File: src/rtl/data_block_scheduler.sv
// Stage/completion scheduler between the input block FIFO and the AES round unit.
// Returning blocks win the stage over fresh FIFO blocks; finished blocks drain through a handshaked register.
module data_block_scheduler #(
  parameter int BLOCK_W      = 128,
  parameter int STATE_W      = 5,
  parameter int FINAL_STATE  = 10,
  parameter int MAX_INFLIGHT = 4,
  localparam int CNT_W       = $clog2(MAX_INFLIGHT + 1)
) (
  input  logic               i_clk,
  input  logic               i_rst,
  input  logic               i_fifo_empty,
  input  logic [BLOCK_W-1:0] i_fifo_in,
  output logic               o_read_fifo,
  input  logic               i_round_valid,
  input  logic [BLOCK_W-1:0] i_round_block,
  input  logic [STATE_W-1:0] i_round_state,
  output logic               o_round_ready,
  output logic               o_valid,
  output logic [BLOCK_W-1:0] o_block_out,
  output logic [STATE_W-1:0] o_state_out,
  input  logic               i_stage_ready,
  output logic               o_done_valid,
  output logic [BLOCK_W-1:0] o_done_block,
  input  logic               i_done_ready,
  output logic [CNT_W-1:0]   o_inflight
);

  localparam logic [STATE_W-1:0] FINAL_ST = STATE_W'(FINAL_STATE);
  localparam logic [CNT_W-1:0]   MAX_CNT  = CNT_W'(MAX_INFLIGHT);

  logic             s_can_load;
  logic             d_can_load;
  logic             fin;
  logic             fb_take;
  logic             done_take;
  logic [CNT_W-1:0] inflight_nxt;

  assign s_can_load = !o_valid || i_stage_ready;
  assign d_can_load = !o_done_valid || i_done_ready;

  // States beyond FINAL_STATE are illegal; treating them as final keeps them from circulating forever.
  assign fin = (i_round_state >= FINAL_ST);

  assign fb_take   = i_round_valid && !fin && s_can_load;
  assign done_take = i_round_valid && fin && d_can_load;

  // Handshake outputs are forced low during reset so nothing is popped or accepted.
  assign o_round_ready = !i_rst && (fin ? d_can_load : s_can_load);
  assign o_read_fifo   = !i_rst && !i_fifo_empty && s_can_load &&
                         !(i_round_valid && !fin) && (o_inflight < MAX_CNT);

  // NOTE: every combinational output gets a default before any branch, so no latch is inferred.
  always_comb begin
    inflight_nxt = o_inflight;
    if (o_read_fifo && !done_take) begin
      inflight_nxt = o_inflight + CNT_W'(1);
    end else if (!o_read_fifo && done_take && (o_inflight != '0)) begin
      inflight_nxt = o_inflight - CNT_W'(1);
    end
  end

  // NOTE: data registers are reset too, so every output reads zero while reset is asserted.
  always_ff @(posedge i_clk or posedge i_rst) begin
    if (i_rst) begin
      o_inflight <= '0;
    end else begin
      // NOTE: sequential state uses non-blocking assignments so all registers sample the same pre-edge values.
      o_inflight <= inflight_nxt;
    end
  end

  // Stage register: feedback first, then injection; data is held when valid drops.
  always_ff @(posedge i_clk or posedge i_rst) begin
    if (i_rst) begin
      o_valid     <= 1'b0;
      o_block_out <= '0;
      o_state_out <= '0;
    end else if (fb_take) begin
      o_valid     <= 1'b1;
      o_block_out <= i_round_block;
      o_state_out <= i_round_state;
    end else if (o_read_fifo) begin
      o_valid     <= 1'b1;
      o_block_out <= i_fifo_in;
      o_state_out <= '0;
    end else if (i_stage_ready) begin
      o_valid     <= 1'b0;
    end
  end

  always_ff @(posedge i_clk or posedge i_rst) begin
    if (i_rst) begin
      o_done_valid <= 1'b0;
      o_done_block <= '0;
    end else if (done_take) begin
      o_done_valid <= 1'b1;
      o_done_block <= i_round_block;
    end else if (i_done_ready) begin
      o_done_valid <= 1'b0;
    end
  end

endmodule

File: config.mk
export PLATFORM = sky130hd
export DESIGN_NAME = data_block_scheduler
export DESIGN_NICKNAME = d
export VERILOG_FILES = /design/src/rtl/data_block_scheduler.sv
export SDC_FILE = /design/constraint.sdc
export NUM_CORES = 1
export LEC_CHECK = 0
export ABC_AREA = 1
export CORE_AREA = 2 2 209 211
export CTS_BUF_LIST = sky130_fd_sc_hd__clkbuf_2
export DETAILED_ROUTE_END_ITERATION = 10
export DIE_AREA = 0 0 211 213
export GPL_TIMING_DRIVEN = 0
export PLACE_DENSITY = 0.58
export SLEW_MARGIN = 20
export SYNTH_ARGS = -nofsm -noshare
export SYNTH_HDL_FRONTEND = slang
export SYNTH_SLANG_ARGS = --single-unit
File: constraint.sdc
create_clock -name i_clk -period 13.7 [get_ports i_clk]
set_input_delay 4.11 -clock i_clk [delete_from_list [all_inputs] [get_ports i_clk]]
set_output_delay 4.11 -clock i_clk [all_outputs]
set_load 0.01 [all_outputs]
==> flow_summary.json, run 1 <==
{
  "status": "finished, final reports clean",
  "clock.fmax_ghz": 0.09572,
  "syn_area_um2": 11230,
  "area_growth_pct": 61.15,
  "swShare": 0.3524,
  "share_comb_of_total_power": 0.390,
  "cp.required_ps": 9590,
  "slew_viol_final": 0,
  "n_fill_cell": 4324,
  "worstPathMaxFanout": 22,
  "root_buffer": "clkbuf_2",
  "tightest_slew_ps": 700.6,
  "ioPinCount": 535,
  "peakVddDrop_uv": 73.96,
  "synth.area.top_cells": "dfrtp_1 (59%), nand2_1 (9.5%), o21ai_0 (7.0%), nor3_1 (5.7%), inv_1 (4.7%)",
  "vias": 11401,
  "clk-insertion-delay-late_ps": 940,
  "r2r_start": "o_done_valid",
  "hold_viol": 0,
  "r2r_slack_ps": 11440,
  "cts_buffer_depth": 3,
  "cts_resized": 0,
  "gp_congestion": 0.8549,
  "drtPass1Iterations": 5,
  "port_buffers": 534,
  "yosysWarnings": 0,
  "ys_types": 19,
  "yosysSeqAreaShare": 0.5926,
  "seqPwrFrac": 0.406,
  "die_y_um": 213,
  "grt_pass1_vias": 11660,
  "htreeDepth": 3,
  "drt-vias-per-instance": 4.535,
  "setup_slack_ps": 3253,
  "regArea_um2": 6656,
  "synth_cells": 1306,
  "grt_pass1_wl_um": 70400,
  "p_int_mw": 1.829,
  "clkSinkCount": 266,
  "grtUsageMet2": 0.3505,
  "dp_cells": 2396,
  "wl_um": 47410,
  "ant_nets": 0,
  "switchingPower_uw": 995.1,
  "critical_path_class": "input port to output pin",
  "numCtsBuffers": 78,
  "worstPathArrival_ps": 6340,
  "pwr-share-clk": 0.205,
  "post-route-min-period_ps": 10450,
  "worstHoldPathCells": 2,
  "pre_cts_ws_ps": 3237,
  "synth-seq-cells": 266,
  "hold_class": "register to register",
  "die_area_um2": 44940,
  "num-nets-final": 2198,
  "skew_ps": 58.08,
  "cp-start-kind": "input port",
  "hold_buffers": 0,
  "worst_r2r_endpoint": "o_done_block[123]",
  "start_util": 0.2631,
  "synth.avg_cell_area_um2": 8.600,
  "hpwlAfterDp_um": 35790,
  "drc": 0,
  "postLayoutCoreUtil": 0.4239,
  "gr-usage-met1": 0.2562,
  "worstRegToRegCells": 5,
  "multi_input_area_um2": 3583,
  "synth.net_count": 1574,
  "drv_cap": 0,
  "p_leak_nw": 8.020,
  "die_x_um": 211,
  "gr-max-usage-layer": "met2",
  "grt_usage": 0.2071,
  "grt_remaining_overflow": 0,
  "instances_no_fill": 2514,
  "grtUsageMet3": 0.05457,
  "period_share": 0.7626,
  "fp-row-count": 76,
  "cts.reportedPaths.clkPinSlew_ps": 60,
  "antenna_found_initial": 2,
  "setup_viol": 0,
  "grt_max_degree": 34,
  "worst_slew_margin_rel": 0.5330,
  "min_to": "o_done_block[122]",
  "worstHoldStart": "o_done_block[122]",
  "synth_top_area_share": 0.5926,
  "drive_gt1_frac": 0.09304,
  "rsz0062_at_grt": "no",
  "core-area_um2": 42700,
  "power_mw": 2.824,
  "postCtsSetupBuffers": 0,
  "yosysTopAreaCell": "dfrtp_1",
  "endpoint_kind": "output pin",
  "p_per_area_nw_per_um2": 156.0,
  "cts_tree": "done",
  "wl_per_cell_um": 18.86,
  "initialDrtViolationCount": 676
}
-- through the flow --
stage / instance area (µm²) / hold WS, ps / TNS (ps)
CTS: 18100 / 488.1 / 0
finish: 18100 / 484.7 / 0
detailed placement: 17480 / 462.7 / 0
floorplan: 11240 / 508.5 / 0
global placement: 17260 / 457.5 / -1888
global route: 18100 / 504.1 / 0
-- layout make-up --
type,instances,area share
Antenna cell,1,0.0001383
Buffer,84,0.02558
Clock buffer,101,0.02793
Clock inverter,16,0.006221
Inverter,141,0.02945
Multi-Input combinational cell,815,0.1980
Sequential cell,266,0.3678
Tap cell,546,0.03774
Timing Repair Buffer,544,0.3072
-- cells in the final DEF (no fill, tap or decap), types with 2 or more instances in the layout --
cell,netlist,routed
clkinv_1,0,12
clkbuf_2,1,102
bufinv_16,0,2
buf_6,11,11
inv_2,1,3
buf_16,0,2
o21ai_1,103,103
o21ai_0,156,156
inv_1,140,139
clkdlybuf4s50_1,0,534
nand2_1,283,283
buf_2,51,51
nor3_1,128,128
buf_12,0,8
nand3_1,5,5
nor2_1,134,134
dfrtp_1,266,266
clkbuf_1,21,21
-- cells in the mapped netlist (all sizes together) --
master,instances
inv,141
fa,1
o21a,1
nor3,128
dfrtp,266
nand3,5
nand2,284
clkbuf,22
o21ai,259
a21oi,1
buf,62
nor2,136
-- cell families (layout without fill, tap and decap cells) --
logic type,Yosys count,count (layout),synth area share
adders and majority gates,1,1,0.001782
buffers and inverters,225,886,0.08834
other,0,1,0
DFF,266,266,0.5926
and+or+nand+nor,553,553,0.2007
AOI/OAI and AO/OA,261,261,0.1165
-- flip-flops by register name, summed over array words and instances, names as in the netlist --
name	cells
o_done_block	128
o_valid	1
o_done_valid	1
o_state_out	5
o_inflight	3
o_block_out	128
-- routing by layer --
| metal | wire length [µm] | part of all wire |
|---|---|---|
| met1 | 19670 | 0.41 |
| met2 | 23430 | 0.49 |
| met3 | 3343 | 0.071 |
| met4 | 962 | 0.020 |
| met5 | 0 | 0 |
-- how the worst max path moves through the flow --
stage | to | cells past startpoint | from | slack [ps]
finish | o_read_fifo | 8 | i_rst | 3250
global route | o_read_fifo | 8 | i_rst | 3100
CTS | o_read_fifo | 8 | i_rst | 3240
detailed placement | o_read_fifo | 8 | i_rst | 3240
global placement | o_read_fifo | 7 | i_rst | -1890
floorplan | o_read_fifo | 5 | i_rst | 1190
-- power by group through the flow --
stage | logic, mW | registers, mW | clock network, mW
after floorplan | 0.291 | 1.25 | 0
after global placement | 1.10 | 1.15 | 0
after detailed placement | 1.11 | 1.16 | 0
after CTS | 1.11 | 1.14 | 0.605
after global routing | 1.18 | 1.17 | 0.645
final | 1.10 | 1.15 | 0.578
-- critical path: stages --
cell,delay (ps)
clkdlybuf4s50_1,530
clkinvlp_4,350
buf_16,300
nand2_1,80
nor2_1,40
nand2_1,260
inv_1,120
clkdlybuf4s50_1,550
Power figures use the tool's default switching activity.
==> run 2: changes to the inputs <==
==> constraint.sdc (replaced) <==
create_clock -name i_clk -period 9.6 [get_ports i_clk]
set_input_delay 2.88 -clock i_clk [delete_from_list [all_inputs] [get_ports i_clk]]
set_output_delay 2.88 -clock i_clk [all_outputs]
set_load 0.01 [all_outputs]
==> flow_summary.json, run 2 (synthesized netlist as in run 1, its figures left out) <==
{
  "clock.fmax_ghz": 0.1245,
  "wl_per_cell_um": 18.75,
  "worst_slew_margin_rel": 0.5119,
  "grt_usage": 0.2083,
  "crit_buf_inv": 5,
  "layout_common_cells": "clkdlybuf4s50_1 (534), nand2_1 (282), dfrtp_1 (266)",
  "grt_pass1_wl_um": 70840,
  "skew_ps": 29.30,
  "die_x_um": 211,
  "grt_remaining_overflow": 0,
  "antenna_found_initial": 4,
  "worstPathMaxFanout": 23,
  "num-nets-final": 2196,
  "power_mw": 4.058,
  "numCtsBuffers": 77,
  "cp-start-kind": "input port",
  "critical_path_class": "input port to output pin",
  "drc": 0,
  "tightest_slew_ps": 732.1,
  "hold_viol": 0,
  "worstPathArrival_ps": 5150,
  "initialDrtViolationCount": 680,
  "hold_class": "register to register",
  "drive_gt1_frac": 0.09955,
  "fp-row-count": 76,
  "wl_um": 47390,
  "path_cells": "clkdlybuf4s50_1, clkinvlp_4, buf_12, nand2_1, nor2_1, nand2_2, inv_2, clkdlybuf4s50_1",
  "drv_cap": 0,
  "reg.largest.list": "o_block_out: 128 flops, o_done_block: 128 flops, o_state_out: 5 flops",
  "crit_family": "buffers and inverters",
  "clk-insertion-delay-late_ps": 930,
  "vias": 11436,
  "critPathMostFrequentCell": "clkdlybuf4s50_1",
  "worstRegToRegCells": 5,
  "worstHoldPathCells": 2,
  "worstHoldStart": "o_state_out[0]",
  "postCtsSetupBuffers": 0,
  "die_area_um2": 44940,
  "min_to": "o_state_out[0]",
  "area_growth_pct": 61.50,
  "ant_nets": 0,
  "hold_buffers": 0,
  "gp_congestion": 0.8722,
  "dp_cells": 2395,
  "core-area_um2": 42700,
  "r2r_start": "o_done_valid",
  "rsz0062_at_grt": "no",
  "peakVddDrop_uv": 110.3,
  "cp_slowest_cell": "clkdlybuf4s50_1",
  "p_leak_nw": 8.058,
  "worst_r2r_endpoint": "o_done_block[124]",
  "clkSinkCount": 266,
  "instances_no_fill": 2527,
  "cts_resized": 0,
  "setup-tns-final_ps": 0,
  "endpoint_kind": "output pin",
  "ioPinCount": 535,
  "r2r_slack_ps": 7470,
  "post-route-min-period_ps": 8033,
  "drt-vias-per-instance": 4.526,
  "cp.required_ps": 6720,
  "p_per_area_nw_per_um2": 223.7,
  "start_util": 0.2631,
  "max_stage_delay_ps": 550,
  "setup_viol": 0,
  "root_buffer": "clkbuf_2",
  "period_share": 0.8368,
  "grt_pass1_vias": 11961,
  "drtPass1Iterations": 5,
  "cts_buffer_depth": 3,
  "htreeDepth": 3,
  "grt_max_degree": 34,
  "cts_tree": "done",
  "slew_viol_final": 0,
  "cts.reportedPaths.clkPinSlew_ps": 80,
  "hpwlAfterDp_um": 35820,
  "status": "finished, final reports clean",
  "port_buffers": 534,
  "die_y_um": 213,
  "layout_commonest_cell": "clkdlybuf4s50_1"
}
[run 2: stage by stage]
step | instance area, µm² | setup slack, ps | hold WS [ps] | util
global route | 18140 | 1325 | 513.6 | 0.4249
floorplan | 11240 | -311.3 | 508.5 | -
global placement | 17270 | -3358 | 455.9 | 0.4044
finish | 18140 | 1567 | 481.2 | 0.4249
CTS | 18130 | 1460 | 492.5 | 0.4247
detailed placement | 17450 | 1459 | 465.6 | 0.4088
[run 2: per-layer routing]
metal / global-route usage / up-vias / wire [µm]
met3: 0.05633 / 86 / 3290
met4: 0.08451 / 2 / 1317
met2: 0.3486 / 418 / 23180
met5: 0 / - / 16
met1: 0.2546 / 5477 / 19580
li1: - / 5453 / -
[run 2: worst max path at each step]
stage	startpoint	end	depth (start not counted)	slack (ps)
after floorplan	i_rst	o_read_fifo	5	-310
after global placement	i_rst	o_read_fifo	7	-3360
after detailed placement	i_rst	o_read_fifo	8	1460
after CTS	i_rst	o_read_fifo	8	1460
after global routing	i_rst	o_read_fifo	8	1320
final	i_rst	o_read_fifo	8	1570
[run 2: power by group]
group	total [mW]	internal (mW)	switching (mW)
Sequential	1.63	1.44	0.190
Combinational	1.57	0.834	0.737
Clock	0.855	0.351	0.504
[run 2: final cells by class]
cell class              count  area, µm²
diodes                      2      5.005
plain buffers              84      462.9
clock buffers             106      530.5
clock inverters            24      150.1
fillers                  4307      24560
inverters                 141      533.0
multi-input cells         815       3586
flip-flops and latches    266       6656
well taps                 546      683.2
repair buffers            543       5533
[run 2: worst reg2reg max path, delay by kind of cell (launching register included)]
family | cells | cell delay (ps)
buffers and inverters | 2 | 1050
AND/OR/NAND/NOR | 2 | 390
flip-flops | 1 | 360
AO/OA/AOI/OAI | 1 | 180
